`config.mk`:
```
export PLATFORM = sky130hd
export DESIGN_NAME = arm_alu_flat
export DESIGN_NICKNAME = d
export VERILOG_FILES = /design/src/rtl/alu_pkg.sv /design/src/rtl/arm_alu_if.sv /design/src/rtl/alu_adder.sv /design/src/rtl/arm_alu.sv /design/src/flat_wrapper.sv
export SDC_FILE = /design/constraint.sdc
export NUM_CORES = 1
export LEC_CHECK = 0
export ABC_AREA = 0
export CAP_MARGIN = 10
export CELL_PAD_IN_SITES_DETAIL_PLACEMENT = 1
export CELL_PAD_IN_SITES_GLOBAL_PLACEMENT = 2
export CORE_ASPECT_RATIO = 0.7
export CORE_MARGIN = 5
export CORE_UTILIZATION = 36
export DETAILED_ROUTE_END_ITERATION = 12
export DONT_BUFFER_PORTS = 1
export GPL_TIMING_DRIVEN = 0
export PLACE_DENSITY = 0.82
export SLEW_MARGIN = 15
export SYNTH_ARGS = -nofsm -noshare
export SYNTH_HDL_FRONTEND = slang
export SYNTH_SLANG_ARGS = --single-unit
```
`constraint.sdc`:
```
create_clock -name clk -period 7.3 [get_ports clk]
set_input_delay 2.19 -clock clk [delete_from_list [all_inputs] [get_ports clk]]
set_output_delay 2.19 -clock clk [all_outputs]
set_load 0.01 [all_outputs]
```
`src/rtl/alu_pkg.sv`:
```
// -----------------------------------------------------------------------------
// alu_pkg
// Shared types and helpers for the arm_alu data-processing ALU.
//   alu_op_e      : 4-bit ARM data-processing opcode encoding
//   FLAG_N..V     : bit positions of the NZCV flags in the flags vector
//   is_test_op()  : TST/TEQ/CMP/CMN, which compute flags but do not write back
//   is_arith_op() : opcodes whose result and C/V come from the adder
// -----------------------------------------------------------------------------
package alu_pkg;

    typedef enum logic [3:0] {
        OP_AND = 4'h0, OP_EOR = 4'h1, OP_SUB = 4'h2, OP_RSB = 4'h3,
        OP_ADD = 4'h4, OP_ADC = 4'h5, OP_SBC = 4'h6, OP_RSC = 4'h7,
        OP_TST = 4'h8, OP_TEQ = 4'h9, OP_CMP = 4'hA, OP_CMN = 4'hB,
        OP_ORR = 4'hC, OP_PAS = 4'hD, OP_BIC = 4'hE, OP_MVN = 4'hF
    } alu_op_e;

    localparam int FLAG_N = 3;
    localparam int FLAG_Z = 2;
    localparam int FLAG_C = 1;
    localparam int FLAG_V = 0;

    function automatic logic is_test_op(input alu_op_e op);
        return op inside {OP_TST, OP_TEQ, OP_CMP, OP_CMN};
    endfunction

    function automatic logic is_arith_op(input alu_op_e op);
        return op inside {OP_SUB, OP_RSB, OP_ADD, OP_ADC,
                          OP_SBC, OP_RSC, OP_CMP, OP_CMN};
    endfunction

endpackage

```
`src/rtl/arm_alu_if.sv`:
```
// -----------------------------------------------------------------------------
// arm_alu_if
// Operand/result bundle between the execute-stage control and the ALU.
//   en, a, b, carry, opcode : driven by the master (control/datapath)
//   out, flags, wr_result   : driven by the slave (arm_alu), registered
// -----------------------------------------------------------------------------
interface arm_alu_if #(
    parameter int WIDTH = 32
);
    logic             en;
    logic [WIDTH-1:0] a;
    logic [WIDTH-1:0] b;
    logic             carry;
    logic [3:0]       opcode;
    logic [WIDTH-1:0] out;
    logic [3:0]       flags;
    logic             wr_result;

    modport master (
        output en, a, b, carry, opcode,
        input  out, flags, wr_result
    );

    modport slave (
        input  en, a, b, carry, opcode,
        output out, flags, wr_result
    );
endinterface

```
`src/rtl/alu_adder.sv`:
```
// -----------------------------------------------------------------------------
// alu_adder
// Purely combinational x + y + cin with carry-out and signed overflow.
//   i_x, i_y : operands as presented to the adder (already inverted if needed)
//   i_cin    : carry-in
//   o_sum    : sum modulo 2^WIDTH
//   o_cout   : carry-out (for subtraction: 1 = no borrow)
//   o_ovf    : signed overflow of the addition actually performed
// -----------------------------------------------------------------------------
module alu_adder #(
    parameter int WIDTH = 32
) (
    input  logic [WIDTH-1:0] i_x,
    input  logic [WIDTH-1:0] i_y,
    input  logic             i_cin,
    output logic [WIDTH-1:0] o_sum,
    output logic             o_cout,
    output logic             o_ovf
);
    logic [WIDTH:0] w_full;

    assign w_full = {1'b0, i_x} + {1'b0, i_y} + {{WIDTH{1'b0}}, i_cin};
    assign o_sum  = w_full[WIDTH-1:0];
    assign o_cout = w_full[WIDTH];
    // Overflow uses the adder's own operand signs, so inverted subtrahends
    // are handled without a separate subtract rule.
    assign o_ovf  = (i_x[WIDTH-1] == i_y[WIDTH-1]) &&
                    (o_sum[WIDTH-1] != i_x[WIDTH-1]);
endmodule

```
`src/rtl/arm_alu.sv`:
```
// -----------------------------------------------------------------------------
// arm_alu
// 32-bit ARM data-processing ALU with registered result and NZCV flags.
//   clk   : rising-edge clock
//   reset : synchronous, active-high; clears out/flags/wr_result, beats en
//   bus   : arm_alu_if.slave -- en/a/b/carry/opcode in, out/flags/wr_result out
// Results appear one cycle after the operands when en=1; en=0 holds outputs.
// -----------------------------------------------------------------------------
module arm_alu
    import alu_pkg::*;
#(
    parameter int WIDTH = 32
) (
    input  logic        clk,
    input  logic        reset,
    arm_alu_if.slave    bus
);
    alu_op_e          w_op;
    logic [WIDTH-1:0] w_x;
    logic [WIDTH-1:0] w_y;
    logic             w_cin;
    logic [WIDTH-1:0] w_sum;
    logic             w_cout;
    logic             w_ovf;
    logic [WIDTH-1:0] w_logic;
    logic [WIDTH-1:0] w_result;
    logic [3:0]       w_flags;
    logic             w_arith;

    logic [WIDTH-1:0] r_out;
    logic [3:0]       r_flags;
    logic             r_wr_result;

    assign w_op    = alu_op_e'(bus.opcode);
    assign w_arith = is_arith_op(w_op);

    // Operand select/invert: reverse ops swap a and b, subtracts invert the
    // subtrahend and take cin=1 (or the C flag for the with-carry forms).
    always_comb begin
        // NOTE: every output gets a default before the case, so no path
        // through this block can leave a value unassigned and infer a latch.
        w_x   = bus.a;
        w_y   = bus.b;
        w_cin = 1'b0;
        unique case (w_op)
            OP_SUB, OP_CMP: begin w_y = ~bus.b; w_cin = 1'b1; end
            OP_RSB:         begin w_x = bus.b; w_y = ~bus.a; w_cin = 1'b1; end
            OP_ADC:         begin w_cin = bus.carry; end
            OP_SBC:         begin w_y = ~bus.b; w_cin = bus.carry; end
            OP_RSC:         begin w_x = bus.b; w_y = ~bus.a; w_cin = bus.carry; end
            default:        ;
        endcase
    end

    alu_adder #(.WIDTH(WIDTH)) u_adder (
        .i_x    (w_x),
        .i_y    (w_y),
        .i_cin  (w_cin),
        .o_sum  (w_sum),
        .o_cout (w_cout),
        .o_ovf  (w_ovf)
    );

    // Logic unit; arithmetic opcodes fall to the default and are replaced
    // by the adder sum below.
    always_comb begin
        w_logic = '0;
        unique case (w_op)
            OP_AND, OP_TST: w_logic = bus.a & bus.b;
            OP_EOR, OP_TEQ: w_logic = bus.a ^ bus.b;
            OP_ORR:         w_logic = bus.a | bus.b;
            OP_PAS:         w_logic = bus.b;
            OP_BIC:         w_logic = bus.a & ~bus.b;
            OP_MVN:         w_logic = ~bus.b;
            default:        w_logic = '0;
        endcase
    end

    assign w_result = w_arith ? w_sum : w_logic;

    // Logical ops pass the incoming C through and clear V.
    always_comb begin
        w_flags         = '0;
        w_flags[FLAG_N] = w_result[WIDTH-1];
        w_flags[FLAG_Z] = (w_result == '0);
        w_flags[FLAG_C] = w_arith ? w_cout : bus.carry;
        w_flags[FLAG_V] = w_arith & w_ovf;
    end

    always_ff @(posedge clk) begin
        // NOTE: registered state uses non-blocking assignments so every
        // flop samples pre-edge values regardless of statement order.
        if (reset) begin
            r_out       <= '0;
            r_flags     <= '0;
            r_wr_result <= 1'b0;
        end else if (bus.en) begin
            r_out       <= w_result;
            r_flags     <= w_flags;
            r_wr_result <= ~is_test_op(w_op);
        end
    end

    assign bus.out       = r_out;
    assign bus.flags     = r_flags;
    assign bus.wr_result = r_wr_result;
endmodule

```
`src/flat_wrapper.sv`:
```
// flat-port wrapper written by rule: the top's interface ports become plain ports
module arm_alu_flat import alu_pkg::*;
#(
    parameter int WIDTH = 32
)
  (clk, reset, bus_en, bus_a, bus_b, bus_carry, bus_opcode, bus_out, bus_flags, bus_wr_result);
  arm_alu_if #(.WIDTH(WIDTH)) bus_i ();
  input  logic clk;
  input  logic reset;
  input wire logic [$bits(bus_i.en)-1:0] bus_en;
  input wire logic [$bits(bus_i.a)-1:0] bus_a;
  input wire logic [$bits(bus_i.b)-1:0] bus_b;
  input wire logic [$bits(bus_i.carry)-1:0] bus_carry;
  input wire logic [$bits(bus_i.opcode)-1:0] bus_opcode;
  output wire logic [$bits(bus_i.out)-1:0] bus_out;
  output wire logic [$bits(bus_i.flags)-1:0] bus_flags;
  output wire logic [$bits(bus_i.wr_result)-1:0] bus_wr_result;
  assign bus_i.en = bus_en;
  assign bus_i.a = bus_a;
  assign bus_i.b = bus_b;
  assign bus_i.carry = bus_carry;
  assign bus_i.opcode = bus_opcode;
  assign bus_out = bus_i.out;
  assign bus_flags = bus_i.flags;
  assign bus_wr_result = bus_i.wr_result;
  arm_alu #(.WIDTH(WIDTH)) u_core (.clk(clk), .reset(reset), .bus(bus_i));
endmodule
```
# Word-level counts from Yosys, hierarchy flattened
# Cells that the tools add are included.
word_totals:
  inputBits: 72
  output_inout_bits: 37
  reg_bits: 37
  wordCells: 47
op_classes:
  addsub: 2
  mux: 6
  n_reduce_logical: 11
  bitwise: 8
  eq_ne: 17
ops:
  columns: ["operator", "count"]
  rows:
  - ["one-hot mux 32 bit (6 select lines)", 1]
  - ["bitwise AND 32 bit", 2]
  - ["two-way mux 32 bit", 2]
  - ["NOT 32 bit", 2]
  - ["one-hot mux 32 bit (2 select lines)", 1]
  - ["adder 32 x 32 -> 33 bit", 1]
  - ["adder 33 x 1 -> 33 bit", 1]
  - ["== test 4 bit (second input constant)", 8]
  - ["logical NOT 32 bit", 1]
  - ["bitwise OR 32 bit", 1]
  - ["bitwise XOR 32 bit", 1]
  - ["== test 4 x 3 -> 1 bit (second input constant)", 4]
  - ["OR reduction 3 bit", 3]
  - ["== test 4 x 2 -> 1 bit (second input constant)", 2]
  - ["nonzero test 8 bit", 1]
  - ["OR reduction 2 bit", 3]
  - ["== test 4 x 1 -> 1 bit (second input constant)", 1]
  - ["logical NOT 4 bit", 1]
  - ["nonzero test 4 bit", 1]
  - ["one-hot mux 1 bit (2 select lines)", 1]
  - ["bitwise AND 1 bit", 1]
  - ["== test 1 bit", 1]
  - ["logical AND 1 bit", 1]
  - ["two-way mux 1 bit", 1]
  - ["2 further kinds", 2]

# Logic depth before layout (Yosys ltp)
# Gate-level depths: netlist of run 1.
logic_depth:
  depth_word: 8
  mapped_depth: 23
  ltp_nobuf: 18

# Cells and area by module
# Synthesis of run 1 repeated with hierarchy kept, for this count alone.
hier_totals:
  hier_cells: 1008
  hier_area_um2: 6932.9
by_module_without_submodules:
  columns: ["module", "area_each_um2", "seq_area_each_um2", "n_inst", "cells_each"]
  rows:
  - ["arm_alu", 5246.3, 720.7, 1, 780]
  - ["alu_adder", 1686.6, 0.0, 1, 228]

# Worst setup path before layout of run 1
# No wires, ideal clock.
synth_timing:
  kind: "input -> register"
  from: "input bus_opcode[1]"
  to: "register u_core.r_flags[2], in the netlist u_core.bus.flags[2]"
  cell_stages: 23
  setup_ns: 0.069
  required_ns: 7.231
  slack_ns: 0.728
  arrival_ns: 6.503
  path_buffers: 5
  cell_sequence: "buf_2 -> buf_4 -> buf_2 -> nand2_1 -> or2_2 -> clkbuf_1 -> o21ai_1 -> clkbuf_1 -> nor2_1 -> a211oi_1 -> fa_1 -> inv_1 -> fa_1 -> a21o_1 -> a221oi_2 -> and3b_1 -> or4_4 -> a31o_2 -> o21ai_2 -> mux2_1 -> a2111oi_2 -> nand4_1 -> o21ai_1"
synth_between:
  elab_chain_cells: 7
  word_cells_on_any_way: 31
  cone_classes: "add/sub: 2; eq/ne: 15; mux: 5; reduce/logical: 9"
synth_lines:
  columns: ["element", "line_no", "text"]
  rows:
  - ["start: declaration", "flat_wrapper.sv:14", "input wire logic [$bits(bus_i.opcode)-1:0] bus_opcode;"]
  - ["== test 4 bit (tied with other cells)", "alu_pkg.sv:28, arm_alu.sv:45", null]
  - ["OR reduction 3 bit (no source line) / OR reduction 2 bit (equally long branches)", null, null]
  - ["one-hot mux 32 bit (2 select lines) / two-way mux 32 bit (equally long branches)", "arm_alu.sv:45", "unique case (w_op)"]
  - ["adder 32 x 32 -> 33 bit", "alu_adder.sv:22", "assign w_full = {1'b0, i_x} + {1'b0, i_y} + {{WIDTH{1'b0}}, i_cin};"]
  - ["adder 33 x 1 -> 33 bit", "alu_adder.sv:22", null]
  - ["two-way mux 32 bit (*)", "arm_alu.sv:79", "assign w_result = w_arith ? w_sum : w_logic;"]
  - ["logical NOT 32 bit (*)", "arm_alu.sv:85", "w_flags[FLAG_Z] = (w_result == '0);"]
  - ["end signal: assignment", "arm_alu.sv:99", "r_flags <= w_flags;"]
  - ["end: declaration", "arm_alu.sv:31", "logic [3:0] r_flags;"]
# Mark *: on every way between the ends. The rest lies on a longest branch, timed or not.
# A chain may end at the register's enable or synchronous reset.

# Worst setup path in the final report of run 1
layout_timing:
  from: "input bus_opcode[0]"
  to: "register u_core.r_flags[2], in the netlist u_core.bus.flags[2]"
# The elaborated chain is that of the path after synthesis.

==> impl_metrics.py, run 1 <==
metrics = {
    "routing": {
        "vias": 8140,
        "detail_route.vias_per_cell": 6.450,
        "total_wire_length_after_detailed_routing_mm": 32.25,
        "drt_drc_violations_left": 0,
        "wire_per_inst_um": 25.56,
        "drt_first_pass_iters": 5,
        "final_antenna_net_count": 0,
        "initialDrtViolationCount": 834,
    },
    "worst_setup_path": {
        "reg_to_reg_critical_path_endpoint": "u_core.bus.out[20]",
        "critPathMaxFanout": 10,
        "end_kind": "flop",
        "worst_setup_path_start_kind": "input port",
        "r2r_start": "u_core.bus.out[20]",
        "timing.critical_path.arrival_ns": 7.45,
        "reg2regPathDepth": 3,
        "required_ns": 7.51,
        "worst-r2r-setup-slack_ns": 6.43,
        "worstSetupPathType": "input port to flop",
    },
    "grt": {
        "grt_first_pass_wirelength_mm": 48.73,
        "grt_start_max_net_pins": 12,
        "number_of_global_route_vias_before_repair": 7818,
        "globalRoute.totalOverflow": 0,
        "grt_total_usage_pct": 28.50,
        "number_of_antenna_violations_at_the_first_check_in_global_routing": 2,
    },
    "floorplanning": {
        "ioPinCount": 109,
        "row_count": 41,
        "chipWidth_um": 173.5,
        "die_area_um2": 21580,
        "core_um2": 18210,
        "die_h_um": 124.4,
        "start_util_pct": 36.98,
    },
    "finish": {
        "fin_area_um2": 7261,
        "final_core_utilization_pct": 39.87,
        "layout.nets": 1162,
        "area_growth_syn_to_layout_pct": 7.822,
        "n_antenna_cell": 0,
        "number_of_standard_cells_in_the_layout_taps_in_and_fillers_out": 1262,
        "post_route_cells_drive_above_1_share_pct": 7.895,
    },
    "timing": {
        "fin_crit_sh_pct": 99.11,
        "final.setup_skew_ns": 0,
        "worst_pin_slew_ns": 1.004,
        "layout_setup_ws_ns": 0.06461,
        "final-max-slew-violation-count": 0,
        "achievable_clock_frequency_ghz": 0.1382,
        "final_hold_viol_count": 0,
        "report.final.setup_viol": 0,
        "post-route-min-period_ns": 7.235,
        "holdWs_ns": 0.5159,
        "timing.max_slew.rel_slack_pct": 32.86,
        "rsz0062_at_grt": "false",
    },
    "placement": {
        "detailedPlacementHpwl_mm": 25.85,
        "port_buffers": 0,
        "dp_slack_ns": -0.8685,
        "placed_cell_area_um2": 7029,
        "placed_cells_incl_taps": 1253,
        "gp_congestion": 0.9573,
    },
    "clock_network": {
        "cts.hold.buffers_added": 0,
        "numCtsBuffers": 5,
        "cts_max_level": 2,
        "worstSkewPairLatency_ns": 0.28,
        "tritoncts_clock_tree": "yes",
        "clockBufferDepth": 2,
        "cts_sinks": 36,
        "cts.clk_slew.worst_paths_ns": 0.05,
        "ctsRootBufferMaster": "sky130_fd_sc_hd__clkbuf_16",
    },
    "synth": {
        "yosysUniqueCellTypes": 91,
        "top_count_cell_post_synth": "sky130_fd_sc_hd__o21ai_0",
        "post_syn_area_um2": 6734,
        "synth.ff_latch_count": 36,
        "postSynth.asyncResetShare_pct": 0,
        "synth_commonest_cells": "sky130_fd_sc_hd__o21ai_0, sky130_fd_sc_hd__nand2_1, sky130_fd_sc_hd__inv_1, sky130_fd_sc_hd__a21oi_1",
        "ranking_of_synthesized_cells_by_area": "sky130_fd_sc_hd__ha_1, sky130_fd_sc_hd__dfxtp_1, sky130_fd_sc_hd__o21ai_0",
        "synth_area_leader_cell": "sky130_fd_sc_hd__ha_1",
        "synth-edff-count": 0,
        "synth_top_area_share_pct": 11.71,
        "net_count_after_synthesis": 1154,
        "synthesized_area_per_cell_um2": 6.621,
        "postSynth.topFlopCell": "sky130_fd_sc_hd__dfxtp_1",
        "seq_area_frac_synth_pct": 10.70,
        "postSynthCellCount": 1017,
        "synthesis.yosys.warnings": 0,
    },
    "job": {
        "number_of_violations_of_the_max_capacitance_limit": 0,
    },
    "hold_path": {
        "hp_class": "flop to flop",
        "hold_path_depth": 2,
        "min_delay_worst_endpoint": "u_core.bus.out[28]",
        "launch_instance_of_the_worst_min_delay_path": "u_core.bus.out[28]",
    },
    "power_and_ir_drop": {
        "vdd_ir_drop_max_v": 0.0001498,
        "leakagePower_nw": 3.063,
        "pwr_density_cell_nw_per_um2": 163.2,
    },
    "run_status": {
        "run_status": "complete, no violations",
    },
}
## kinds of logic after synthesis
kind of cell,share of synthesized area (%)
fa+ha+maj,12.30
xor+xnor,1.431
simple gates,24.19
mux,2.564
flops,10.70
compound gates,39.30
buf+inv,9.513
## registers in the layout, indices dropped and copies added, names as in the netlist
register	cells
u_core.bus.flags	4
u_core.bus.out	31
u_core.bus.wr_result	1
## metrics by stage
| step | TNS, ns | power, mW |
|---|---|---|
| 2_1_floorplan | 0 | 0.7111 |
| 3_3_place_gp | -2.296 | 0.9006 |
| 3_5_place_dp | -2.920 | 0.9123 |
| 4_1_cts | 0 | 1.160 |
| 5_1_grt | 0 | 1.259 |
| 6_report | 0 | 1.185 |
## layer usage
metal	routed length [um]	vias to the layer above	share of wire, %	track usage (%)
met5	0	-	0	0
met4	274	0	0.85	3.846
met3	3776	23	12	8.040
met2	12430	384	39	39.35
met1	15770	3952	49	44.11
li1	-	3781	-	-
## how the worst max path moves through the flow
stage | end | cells past startpoint | startpoint
6_report | u_core.bus.flags[2] | 19 | bus_opcode[0]
5_1_grt | u_core.bus.flags[2] | 19 | bus_opcode[0]
4_1_cts | u_core.bus.flags[2] | 23 | bus_opcode[1]
3_5_place_dp | u_core.bus.flags[2] | 23 | bus_opcode[1]
3_3_place_gp | u_core.bus.flags[2] | 23 | bus_opcode[1]
2_1_floorplan | u_core.bus.flags[2] | 23 | bus_opcode[1]
## cell usage in the layout (no fill, tap or decap), drive strengths merged, types with 5 or more instances in the layout
master	count
nand4	11
nor2b	8
nand3	19
ha	63
nor4	10
a311oi	9
clkbuf	46
nand2	126
and2	7
a32oi	5
a211oi	24
a2111oi	5
nand2b	12
o211ai	11
and3	11
buf	39
nor2	65
dfxtp	36
o31ai	7
a21o	21
o21ai	149
o21a	6
o32ai	10
a21oi	73
nor3	30
a221oi	10
a22oi	15
o221ai	6
or3	7
inv	74
a31oi	10
xnor2	8
mux2i	15
or2	6
## cell type report
type                    count  area (um^2)
fillers                  2369        10950
plain buffers              77        371.6
flip-flops and latches     36        720.7
multi-input cells         828         5413
well taps                 236        295.3
clock buffers               6        128.9
clock inverters             2        35.03
repair buffers              2        15.01
inverters                  75        281.5
## worst max-delay path: stages
cell and delay (ns):
sky130_fd_sc_hd__inv_1 0.25, sky130_fd_sc_hd__buf_2 0.38, sky130_fd_sc_hd__buf_1 0.63, sky130_fd_sc_hd__buf_2 0.36, sky130_fd_sc_hd__nor3_1 0.09, sky130_fd_sc_hd__a21oi_1 0.25
sky130_fd_sc_hd__fa_1 0.27, sky130_fd_sc_hd__inv_1 0.08, sky130_fd_sc_hd__fa_1 0.50, sky130_fd_sc_hd__a21o_1 0.23, sky130_fd_sc_hd__a211oi_1 0.39, sky130_fd_sc_hd__nor3_1 0.18
sky130_fd_sc_hd__nor4bb_1 0.42, sky130_fd_sc_hd__nand4_1 0.17, sky130_fd_sc_hd__nor4bb_2 0.36, sky130_fd_sc_hd__nand4_1 0.17, sky130_fd_sc_hd__nor4_2 0.30, sky130_fd_sc_hd__nand4_1 0.14
sky130_fd_sc_hd__o21ai_1 0.10
## timing repair
item / 4_1_cts / 5_1_grt
hold endpoints to repair: 0 / 0
setup endpoints to repair: 5 / 2
gates resized for setup: 8 / 11
pin swaps: 0 / 2
buffers inserted: 0 / 2
## power by group
| part | internal, mW | switching, mW |
|---|---|---|
| combinational | 0.247 | 0.454 |
| sequential | 0.218 | 0.0257 |
| clock | 0.160 | 0.0799 |
Power figures use the tool's default switching activity.
==> run 2, diff against run 1 <==
--- a/config.mk
+++ b/config.mk
@@ -16,7 +16,7 @@
 export DONT_BUFFER_PORTS = 1
 export GPL_TIMING_DRIVEN = 0
 export PLACE_DENSITY = 0.82
-export SLEW_MARGIN = 15
+export SLEW_MARGIN = 20
 export SYNTH_ARGS = -nofsm -noshare
 export SYNTH_HDL_FRONTEND = slang
 export SYNTH_SLANG_ARGS = --single-unit
==> results of run 2 <==
No change in the layout: final DEF, timing and power equal those of run 1.
